--- src/rtl/pc_ctrl_ras.sv ---
// Fetch program-counter controller with exception/return path and a
// circular return-address stack. All state advances on the falling edge so
// the instruction SRAM can sample pc on the following rising edge.
module pc_ctrl_ras #(
  parameter int unsigned   AW         = 32,
  parameter logic [AW-1:0] RESET_PC   = '0,
  parameter int unsigned   STEP       = 4,
  parameter logic [31:0]   EXC_VECTOR = 32'h0000_0100,
  parameter int unsigned   RAS_DEPTH  = 4
) (
  input  logic                           clk,
  input  logic                           rst_n,
  input  logic                           stall,
  input  logic                           branch,
  input  logic [AW-1:0]                  branch_pc,
  input  logic                           call,
  input  logic                           ret,
  input  logic                           exc,
  input  logic                           eret,
  output logic [AW-1:0]                  pc,
  output logic [AW-1:0]                  epc,
  output logic [$clog2(RAS_DEPTH+1)-1:0] ras_count,
  output logic                           ras_err,
  output logic                           redirect
);

  localparam int unsigned   CW       = $clog2(RAS_DEPTH + 1);
  localparam int unsigned   PW       = (RAS_DEPTH > 1) ? $clog2(RAS_DEPTH) : 1;
  localparam logic [AW-1:0] STEP_AW  = AW'(STEP);
  localparam logic [AW-1:0] EXC_PC   = AW'(EXC_VECTOR);
  localparam logic [PW-1:0] LAST_IDX = PW'(RAS_DEPTH - 1);
  localparam logic [CW-1:0] FULL_CNT = CW'(RAS_DEPTH);

  logic [AW-1:0] pc_q, pc_d;
  logic [AW-1:0] epc_q, epc_d;
  logic [CW-1:0] cnt_q, cnt_d;
  logic          err_q, err_d;
  logic          redir_q, redir_d;
  // wp_q is the slot the next push writes; the top of stack sits one below it.
  // Pushing past full simply laps the ring, dropping the oldest entry.
  logic [PW-1:0] wp_q, wp_d;
  logic [PW-1:0] wp_inc, wp_dec;
  logic [AW-1:0] pc_seq;
  logic          push;
  logic [AW-1:0] ras_q [RAS_DEPTH];

  // Next-state selection by strict priority exc > eret > branch > ret > stall > sequential.
  always_comb begin
    pc_seq  = pc_q + STEP_AW;
    wp_inc  = (wp_q == LAST_IDX) ? '0 : wp_q + PW'(1);
    wp_dec  = (wp_q == '0) ? LAST_IDX : wp_q - PW'(1);
    pc_d    = pc_q;
    epc_d   = epc_q;
    cnt_d   = cnt_q;
    err_d   = err_q;
    redir_d = 1'b0;
    wp_d    = wp_q;
    push    = 1'b0;
    if (exc) begin
      epc_d   = pc_q;
      pc_d    = EXC_PC;
      redir_d = 1'b1;
    end else if (eret) begin
      pc_d    = epc_q;
      redir_d = 1'b1;
    end else if (branch) begin
      pc_d    = branch_pc;
      redir_d = 1'b1;
      if (call) begin
        push  = 1'b1;
        wp_d  = wp_inc;
        cnt_d = (cnt_q == FULL_CNT) ? FULL_CNT : cnt_q + CW'(1);
      end
    end else if (ret) begin
      if (cnt_q != '0) begin
        pc_d    = ras_q[wp_dec];
        wp_d    = wp_dec;
        cnt_d   = cnt_q - CW'(1);
        redir_d = 1'b1;
      end else begin
        err_d = 1'b1;
      end
    end else if (!stall) begin
      pc_d = pc_seq;
    end
  end

  // Control state register, cleared asynchronously.
  always_ff @(negedge clk or negedge rst_n) begin
    if (!rst_n) begin
      pc_q    <= RESET_PC;
      epc_q   <= '0;
      cnt_q   <= '0;
      err_q   <= 1'b0;
      redir_q <= 1'b0;
      wp_q    <= '0;
    end else begin
      pc_q    <= pc_d;
      epc_q   <= epc_d;
      cnt_q   <= cnt_d;
      err_q   <= err_d;
      redir_q <= redir_d;
      wp_q    <= wp_d;
    end
  end

  // Stack storage; contents are meaningless while ras_count is zero, so no reset.
  always_ff @(negedge clk) begin
    if (push) begin
      ras_q[wp_q] <= pc_seq;
    end
  end

  assign pc        = pc_q;
  assign epc       = epc_q;
  assign ras_count = cnt_q;
  assign ras_err   = err_q;
  assign redirect  = redir_q;

endmodule

--- config.mk ---
export PLATFORM = sky130hd
export DESIGN_NAME = pc_ctrl_ras
export DESIGN_NICKNAME = d
export VERILOG_FILES = /design/src/rtl/pc_ctrl_ras.sv
export SDC_FILE = /design/constraint.sdc
export NUM_CORES = 1
export LEC_CHECK = 0
export CORE_UTILIZATION = 30
export DETAILED_ROUTE_END_ITERATION = 16
export SLEW_MARGIN = 20
export SYNTH_ARGS = -nofsm -noshare
export SYNTH_HDL_FRONTEND = slang
export SYNTH_SLANG_ARGS = --single-unit
--- constraint.sdc ---
create_clock -name clk -period 2.6 [get_ports clk]
set_input_delay 0.39 -clock clk [delete_from_list [all_inputs] [get_ports clk]]
set_output_delay 0.39 -clock clk [all_outputs]
set_load 0.05 [all_outputs]
==> results of run 1 <==
power by group:
group / switching [uW] / total, uW / internal [uW]
Combinational: 2450 / 4750 / 2300
Sequential: 284 / 4020 / 3730
Clock: 1860 / 3630 / 1770
cells in the mapped netlist, types with 3 or more instances:
cell type / n
nand2b_1: 4
dfrtn_1: 71
a211oi_1: 19
nor3_1: 15
clkbuf_1: 32
mux4_2: 19
buf_4: 4
o41ai_1: 3
nor2b_1: 8
a311oi_1: 3
o21ai_0: 23
or4_1: 6
and3_1: 3
a221o_1: 3
or2_2: 9
o31ai_1: 6
mux2_2: 29
mux2i_1: 11
xor2_1: 15
nand3b_1: 3
and3b_1: 9
nor2_1: 22
a21oi_1: 18
a221oi_1: 18
a222oi_1: 5
ha_1: 8
buf_2: 5
and2_1: 5
edfxtp_1: 128
nand3_1: 19
a22oi_1: 9
nand4_1: 12
inv_1: 26
o21bai_1: 9
nor4_1: 14
o22ai_1: 5
buf_1: 4
xnor2_1: 7
nand2_1: 47
layout make-up:
cell class / instances / area (sq um) / share of cell area
well taps: 390 / 488 / 0.0333
repair buffers: 314 / 3650 / 0.249
flip-flops and latches: 199 / 5620 / 0.383
inverters: 25 / 97.6 / 0.00666
clock buffers: 19 / 475 / 0.0324
clock inverters: 141 / 656 / 0.0447
multi-input cells: 419 / 3680 / 0.251
how the worst max path moves through the flow:
stage	start	to	slack [ns]	cells after the start
4_1_cts	pc[31]	pc[31]	-0.23	1
6_report	pc[31]	pc[31]	-0.24	1
2_1_floorplan	branch	pc[27]	-0.47	7
5_1_grt	branch	pc[18]	-0.27	7
3_3_place_gp	branch	pc[29]	-1.09	8
3_5_place_dp	branch	pc[28]	-1.09	7
worst min-delay path, cell delays in order, from the launching register on:
cell	delay [ns]
dfrtn_1	0.49
nand2_1	0.07
o21ai_0	0.06
registers in the layout, indices dropped and copies added (netlist names):
signal / count
ras_q: 128
redirect: 1
epc: 32
ras_count: 3
pc: 32
ras_err: 1
wp_q: 2
what timing repair did:
item                                   4_1_cts  5_1_grt
buffers inserted                            64       17
endpoints found under the hold margin        0        0
pin swaps                                   36       20
setup endpoints to repair                  236      111
gates resized for setup                     84       37
gates cloned                                 4        0
routing by layer:
layer	part of all wire	GRT usage	up-vias
met5	0	0	-
met4	0.020	0.0650	0
met3	0.094	0.0550	43
met2	0.48	0.323	415
met1	0.40	0.259	3919
li1	-	-	3509
per-stage QoR:
stage                     hold slack, ns  worst slack [ns]  utilization  area (sq um)  TNS [ns]
final                              0.534            -0.240        0.491         14700    -14.30
after global routing               0.550            -0.270        0.491         14700    -17.32
after detailed placement           0.506             -1.09        0.416         12400   -158.75
after global placement             0.492             -1.09        0.416         12400   -161.26
after CTS                          0.519            -0.233        0.481         14400    -14.70
after floorplan                    0.463            -0.469            -          9380    -61.04
logic make-up after synthesis:
group / count (synthesis) / share of synthesized area
flops: 199 / 0.614
simple gates: 188 / 0.114
compound gates: 142 / 0.114
buf+inv: 72 / 0.0326
mux: 59 / 0.0944
xor+xnor: 22 / 0.0210
fa+ha+maj: 8 / 0.0109
==> results, run 1 <==
- The critical path is of the register to output port type.
- The number of global-route vias before repair is 7,607.
- In this run, post-CTS hold repair placed 0 buffers.
- The number of distinct library cells after synthesis is 64.
- The first-pass GRT wire length is 46,000 microns.
- Before antenna repair, the detailed router went through 5 iterations.
- Yosys attributes the largest share of cell area to edfxtp_1, dfrtn_1, mux4_2.
- The final-report max-slew violation count came to 0.
- The number of nets handed over by synthesis was 738.
- The number of vias after detailed routing is 7,886.
- The total power consumption of the routed design is 12,400 uW.
- The H-tree was split into 4 levels.
- The mapped netlist covers 9160 sq um.
- The count of flip-flops with a built-in enable after synthesis is 128.
- The power per standard cell area is 846 nW/um^2.
- Among all flip-flop cells after synthesis, the most frequent one is edfxtp_1.
- The data required time at the worst endpoint is 2.21 ns.
- The final net count is 1,152.
- The area of the core is 29,900 sq um.
- STA classifies the critical path endpoint as an output port.
- STA classifies the critical path startpoint as a register.
- In the global route stage, overall resource usage came out at 0.200.
- The count of cells along the worst hold path is 2.
- The detail-routed via count per cell is 5.23.
- The TritonCTS clock tree is yes.
- The flow ran to the end, but the final reports show violations.
- The maximum resistive drop on vdd is 484 uV.
- The number of cells on the worst reg-to-reg path is 8.
- The number of placed instances, taps included, is 1,264.
- The die outline area is 31,200 sq um.
- The checks that failed: setup timing.
- The total of buffers placed on input and output ports is 108.
- The launch point of the worst reg-to-reg path is pc[19].
- The area fraction of the dominant cell type after synthesis is 0.420.
- In this run the vertical extent of the chip is 177 microns.
- Routability-driven placement finished with a final weighted congestion of 0.869.
- The clock transition at the register clock pins on the worst setup and hold paths after CTS is 0.06 ns.
- The worst-case register-to-register setup slack is 0.01 ns.
- The number of cell rows is 63.
- The kind of path behind the tightest hold check is register to register.
- The synthesized netlist cell count is 690.
- The arrival time of the worst setup path is 2.45 ns.
- The top cell types in the final layout, fill and taps aside, are buf_4, inv_1, edfxtp_1.
- The highest net fanout along the worst path is 2.
- Setup repair after global routing could not meet its margin everywhere.
- The number of antenna diodes is 0.
- In this run the most critical hold path is launched from wp_q[1].
- Entering global routing, the biggest net connects 32 pins.
- The total CTS buffers is 17.
- During I/O placement, the number of pins put on the boundary was 109.
- In this run the tightest slew margin relative to its limit is 0.584.
- The root buffer cell is clkbuf_16.
- In this run the critical register-to-register path is captured at ras_q[1][30].
- Traced cell by cell, the critical path runs through buf_12.
- Relative to the synthesized area, the layout overhead comes to 60.1%.
- The library cell contributing the largest single delay on the critical path is dfrtn_1.
- The remaining antenna violation count after routing is 0.
- For this block, the routed nets add up to 31,200 microns of wire.
- The synthesized flop and latch total is 199.
- The worst-skew pair later-pin latency is 0.49 ns.
- The largest single stage delay on the critical path is 0.55 ns.
- The post-synthesis async set-or-reset flop share is 0.357.
- Counting every sink on the clock net gives 199.
- The worst-case hold path end point is wp_q[1].
- The post-synthesis sequential area ratio is 0.614.
- The most common cell after layout, fill and taps aside is buf_4.
- After legalization and detailed placement, the total HPWL measured 20,900 microns.
- The number of hold violations in the final report was 0.
- The floorplan step set the die width to 177 microns.
- The initial antenna violation count is 0.
- The first routing iteration left 707 violations.
- For the final database, setup skew stands at 0.0768 ns.
- The kind of cell with the highest combined delay along the critical path is flip-flops.
- After detailed routing, the average wire length per cell comes to 20.7 microns.
- The finished layout holds 1,507 standard cells, fillers aside.
- At the pin with the least slew margin, the transition time is 0.622 ns.
- After synthesis, the mean cell area works out to 13.3 sq um.
- Setup violations remaining at the end of the flow were counted as 99.
- The largest area contributor in the netlist is edfxtp_1.
- Global routing finished with a remaining overflow of 0.
- The fraction of final layout cells sized beyond drive strength 1 is 0.402.
- The number of buffers and inverters on the critical path is 1.
- The analysis attributes to cell leakage a power of 0.00631 uW.
- Counting the fill cells in the layout gives 2,563.
- The starting density of the core is 0.307.
- The worst setup slack after layout is -0.240 ns.
- For this run, design rule violations remaining after detail routing come to 0.
- The count of max-cap constraint violations is 0.
- During synthesis, Yosys emitted a total of 0 warnings.
- The number of buffers between clock root and the deepest sink is 2.
Power figures use the tool's default switching activity.
==> run 2: changes to the inputs <==
--- a/config.mk
+++ b/config.mk
@@ -7,6 +7,7 @@
 export LEC_CHECK = 0
 export CORE_UTILIZATION = 30
 export DETAILED_ROUTE_END_ITERATION = 16
+export RECOVER_POWER = 25
 export SLEW_MARGIN = 20
 export SYNTH_ARGS = -nofsm -noshare
 export SYNTH_HDL_FRONTEND = slang
==> run 2 against run 1 <==
The flow still finishes with violations (setup timing). Clock skew fell by 0.0015 ns. Sequential share of layout area rose by 0.14 points. Setup slack got worse by 0.00087 ns. Highest routed layer unchanged. Power fell by 0.19%. Clock-buffer cell count did not move. Cell count did not move. Worst hold slack got worse by 0.00060 ns.
==> results, run 2 (synthesized netlist as in run 1, its figures left out) <==
- The flow ran to the end, but the final reports show violations.
- The final reports fail on setup timing.
- Along the worst path, the maximum fanout reaches 2.
- The die is 177 microns wide.
- For the worst-skew pair, the clock arrives at the later sink with an insertion delay of 0.48 ns.
- The sequential cell area is 5620 sq um.
- The final standard cell utilization of the core is 0.489.
- The power per standard cell area is 847 nW/um^2.
- Traced cell by cell, the critical path runs through buf_12.
- The total power consumption of the routed design is 12,400 uW.
- The number of hold violations in the final report is 0.
- On the final layout, the worst clock skew is 0.0753 ns.
- The starting density of the core is 0.307.
- The number of cell rows is 63.
- Counting instances, the worst hold path has a depth of 2.
- After floorplanning, the core was sized to cover 29,900 sq um.
- The floorplan step set the die height to 177 microns.
- The most common cell after layout, fill and taps aside is buf_4.
- Across every metal layer, demand over resource in global routing totals 0.200.
- The combinational share of power is 0.383.
- The path with the worst hold slack has its endpoint at wp_q[1].
- Counting flops per register, the top entry is ras_q.
- The dominant delay contributor by cell family on the critical path is flip-flops.
- The final layout contains routed wiring with a total length of 31,200 microns.
- The net count of the finished layout is 1,152.
- The net load switching power is 4590 uW.
- For this run the aggregate overflow at the end of global routing stands at 0.
- The final-report max-slew violation count came to 0.
- The worst-case IR drop observed on VDD is 484 uV.
- The number of fill cells in the layout is 2,573.
- The worst setup path is captured at an output port.
- The total of buffers placed on input and output ports is 108.
- The number of H-tree branching levels is 4.
- Setup violations remaining at the end of the flow were counted as 99.
- Once detailed placement completed, the half-perimeter wirelength came to 20,900 microns.
- The clock transition at the register clock pins on the worst setup and hold paths after CTS is 0.06 ns.
- Leaving out fill and tap cells, the most frequent cells in the layout are buf_4, inv_1, edfxtp_1.
- The worst setup slack after layout is -0.241 ns.
- The launching element type of the critical path is a register.
- The library cell contributing the largest single delay on the critical path is dfrtn_1.
- The launch point of the critical path is pc[31].
- The clock share of power is 0.293.
- 0 antenna diodes ended up in the layout.
- The kind of critical path is register to output port.
- For this design the static power due to leakage is 0.00628 uW.
- The detail-routed via count per cell is 5.20.
- The number of buffers and inverters on the critical path is 1.
- The origin of the worst min-delay path is wp_q[1].
- Data arrives at the worst endpoint at 2.45 ns.
- The number of cells on the worst reg-to-reg path is 9.
- The number of vias after detailed routing is 7,843.
- The number of top-level pins is 109.
- The initial antenna violation count is 0.
- With fillers left out, the area of the finished cells amounts to 14,600 sq um.
- For this design, the sink count on the clock tree is 199.
- The number of flip-flops under the largest register name is 128.
- The remaining antenna violation count after routing is 0.
- From synthesis to final layout, the design area changed by 59.5%.
- Data on the critical path is required at its endpoint by 2.21 ns.
- The total CTS buffers is 17.
- The die covers 31,200 sq um.
- The first-pass detailed-route iteration total is 8.
- In this run the tightest slew margin relative to its limit is 0.580.
- The clock passes through at most 2 buffers.
- The worst-case register-to-register setup slack is -0.01 ns.
- Of the total power, the share spent switching nets is 0.371.
- Adding up every negative setup slack in the final design gives -14.23 ns.
- The initial detailed-routing violation count is 721.
- Summing all multi-input logic gate instances after layout gives 3680 sq um.
- The number of global-route vias before repair is 7,607.
- Of the total power, registers draw 0.325.
- The kind of path behind the tightest hold check is register to register.
- The endpoint of the lowest-slack register-to-register path is pc[29].
- The slew at the pin closest to its max-slew limit is 0.630 ns.
- The number of cells in the design after placement is 1,264.
- The root buffer cell is clkbuf_16.
- The internal power of the cells totals 7790 uW.
- After detailed routing, the number of remaining DRC violations is 0.
- Of the cells placed in the final design, the portion with a size suffix greater than 1 is 0.397.
- The largest net degree at the start of global routing is 32.
- The largest single stage delay on the critical path is 0.56 ns.
- The cell area after placement is 12,400 sq um.
- The first-pass GRT wire length is 46,000 microns.
- Once layout is complete, the cells apart from fillers number 1,507.
- The launch point of the worst reg-to-reg path is pc[19].
- The routability congestion estimate is 0.869.
- The TritonCTS clock tree is yes.
- Across the run, the number of max-cap violations was 0.
- Setup repair after global routing could not meet its margin everywhere.
- After detailed routing, the average wire length per cell comes to 20.7 microns.
run 2: power groups by stage:
| stage | clock network (uW) | registers (uW) | logic, uW |
|---|---|---|---|
| detailed placement | 294 | 4150 | 4120 |
| global placement | 294 | 4150 | 4100 |
| floorplan | 294 | 4610 | 1670 |
| finish | 3620 | 4020 | 4740 |
| global route | 3900 | 4040 | 4990 |
| CTS | 3650 | 4020 | 4620 |
run 2: layer usage:
metal,share of wire,vias to the layer above,global-route usage
met5,0,-,0
met4,0.018,0,0.0650
met3,0.086,41,0.0550
met2,0.49,369,0.323
met1,0.41,3925,0.259
li1,-,3508,-
run 2: worst max path at each step:
stage,end,cells past startpoint
final,pc[31],1
after global routing,pc[18],7
after CTS,pc[31],1
after detailed placement,pc[28],7
after global placement,pc[29],8
after floorplan,pc[27],7
run 2: stage by stage:
stage | setup WS [ns] | hold slack [ns]
2_1_floorplan | -0.469 | 0.463
3_3_place_gp | -1.09 | 0.492
3_5_place_dp | -1.09 | 0.506
4_1_cts | -0.233 | 0.519
5_1_grt | -0.270 | 0.550
6_report | -0.241 | 0.533
run 2: timing repair:
action | 4_1_cts | 5_1_grt
gates resized for setup | 84 | 37
setup endpoints to repair | 236 | 111
hold endpoints to repair | 0 | 0
cloned | 4 | 0
setup buffers | 64 | 17
hold buffers | 0 | 0
pin swaps | 36 | 20
run 2: layout make-up:
| type | count | area share |
|---|---|---|
| clock inverters | 141 | 0.0449 |
| repair buffers | 314 | 0.246 |
| multi-input cells | 419 | 0.252 |
| flip-flops and latches | 199 | 0.385 |
| clock buffers | 19 | 0.0326 |
| well taps | 390 | 0.0334 |
| inverters | 25 | 0.00668 |
run 2: tightest hold or removal path: stages, from the launching register on:
cell and delay, ns:
dfrtn_1 0.49, nand2_1 0.07, o21ai_0 0.06
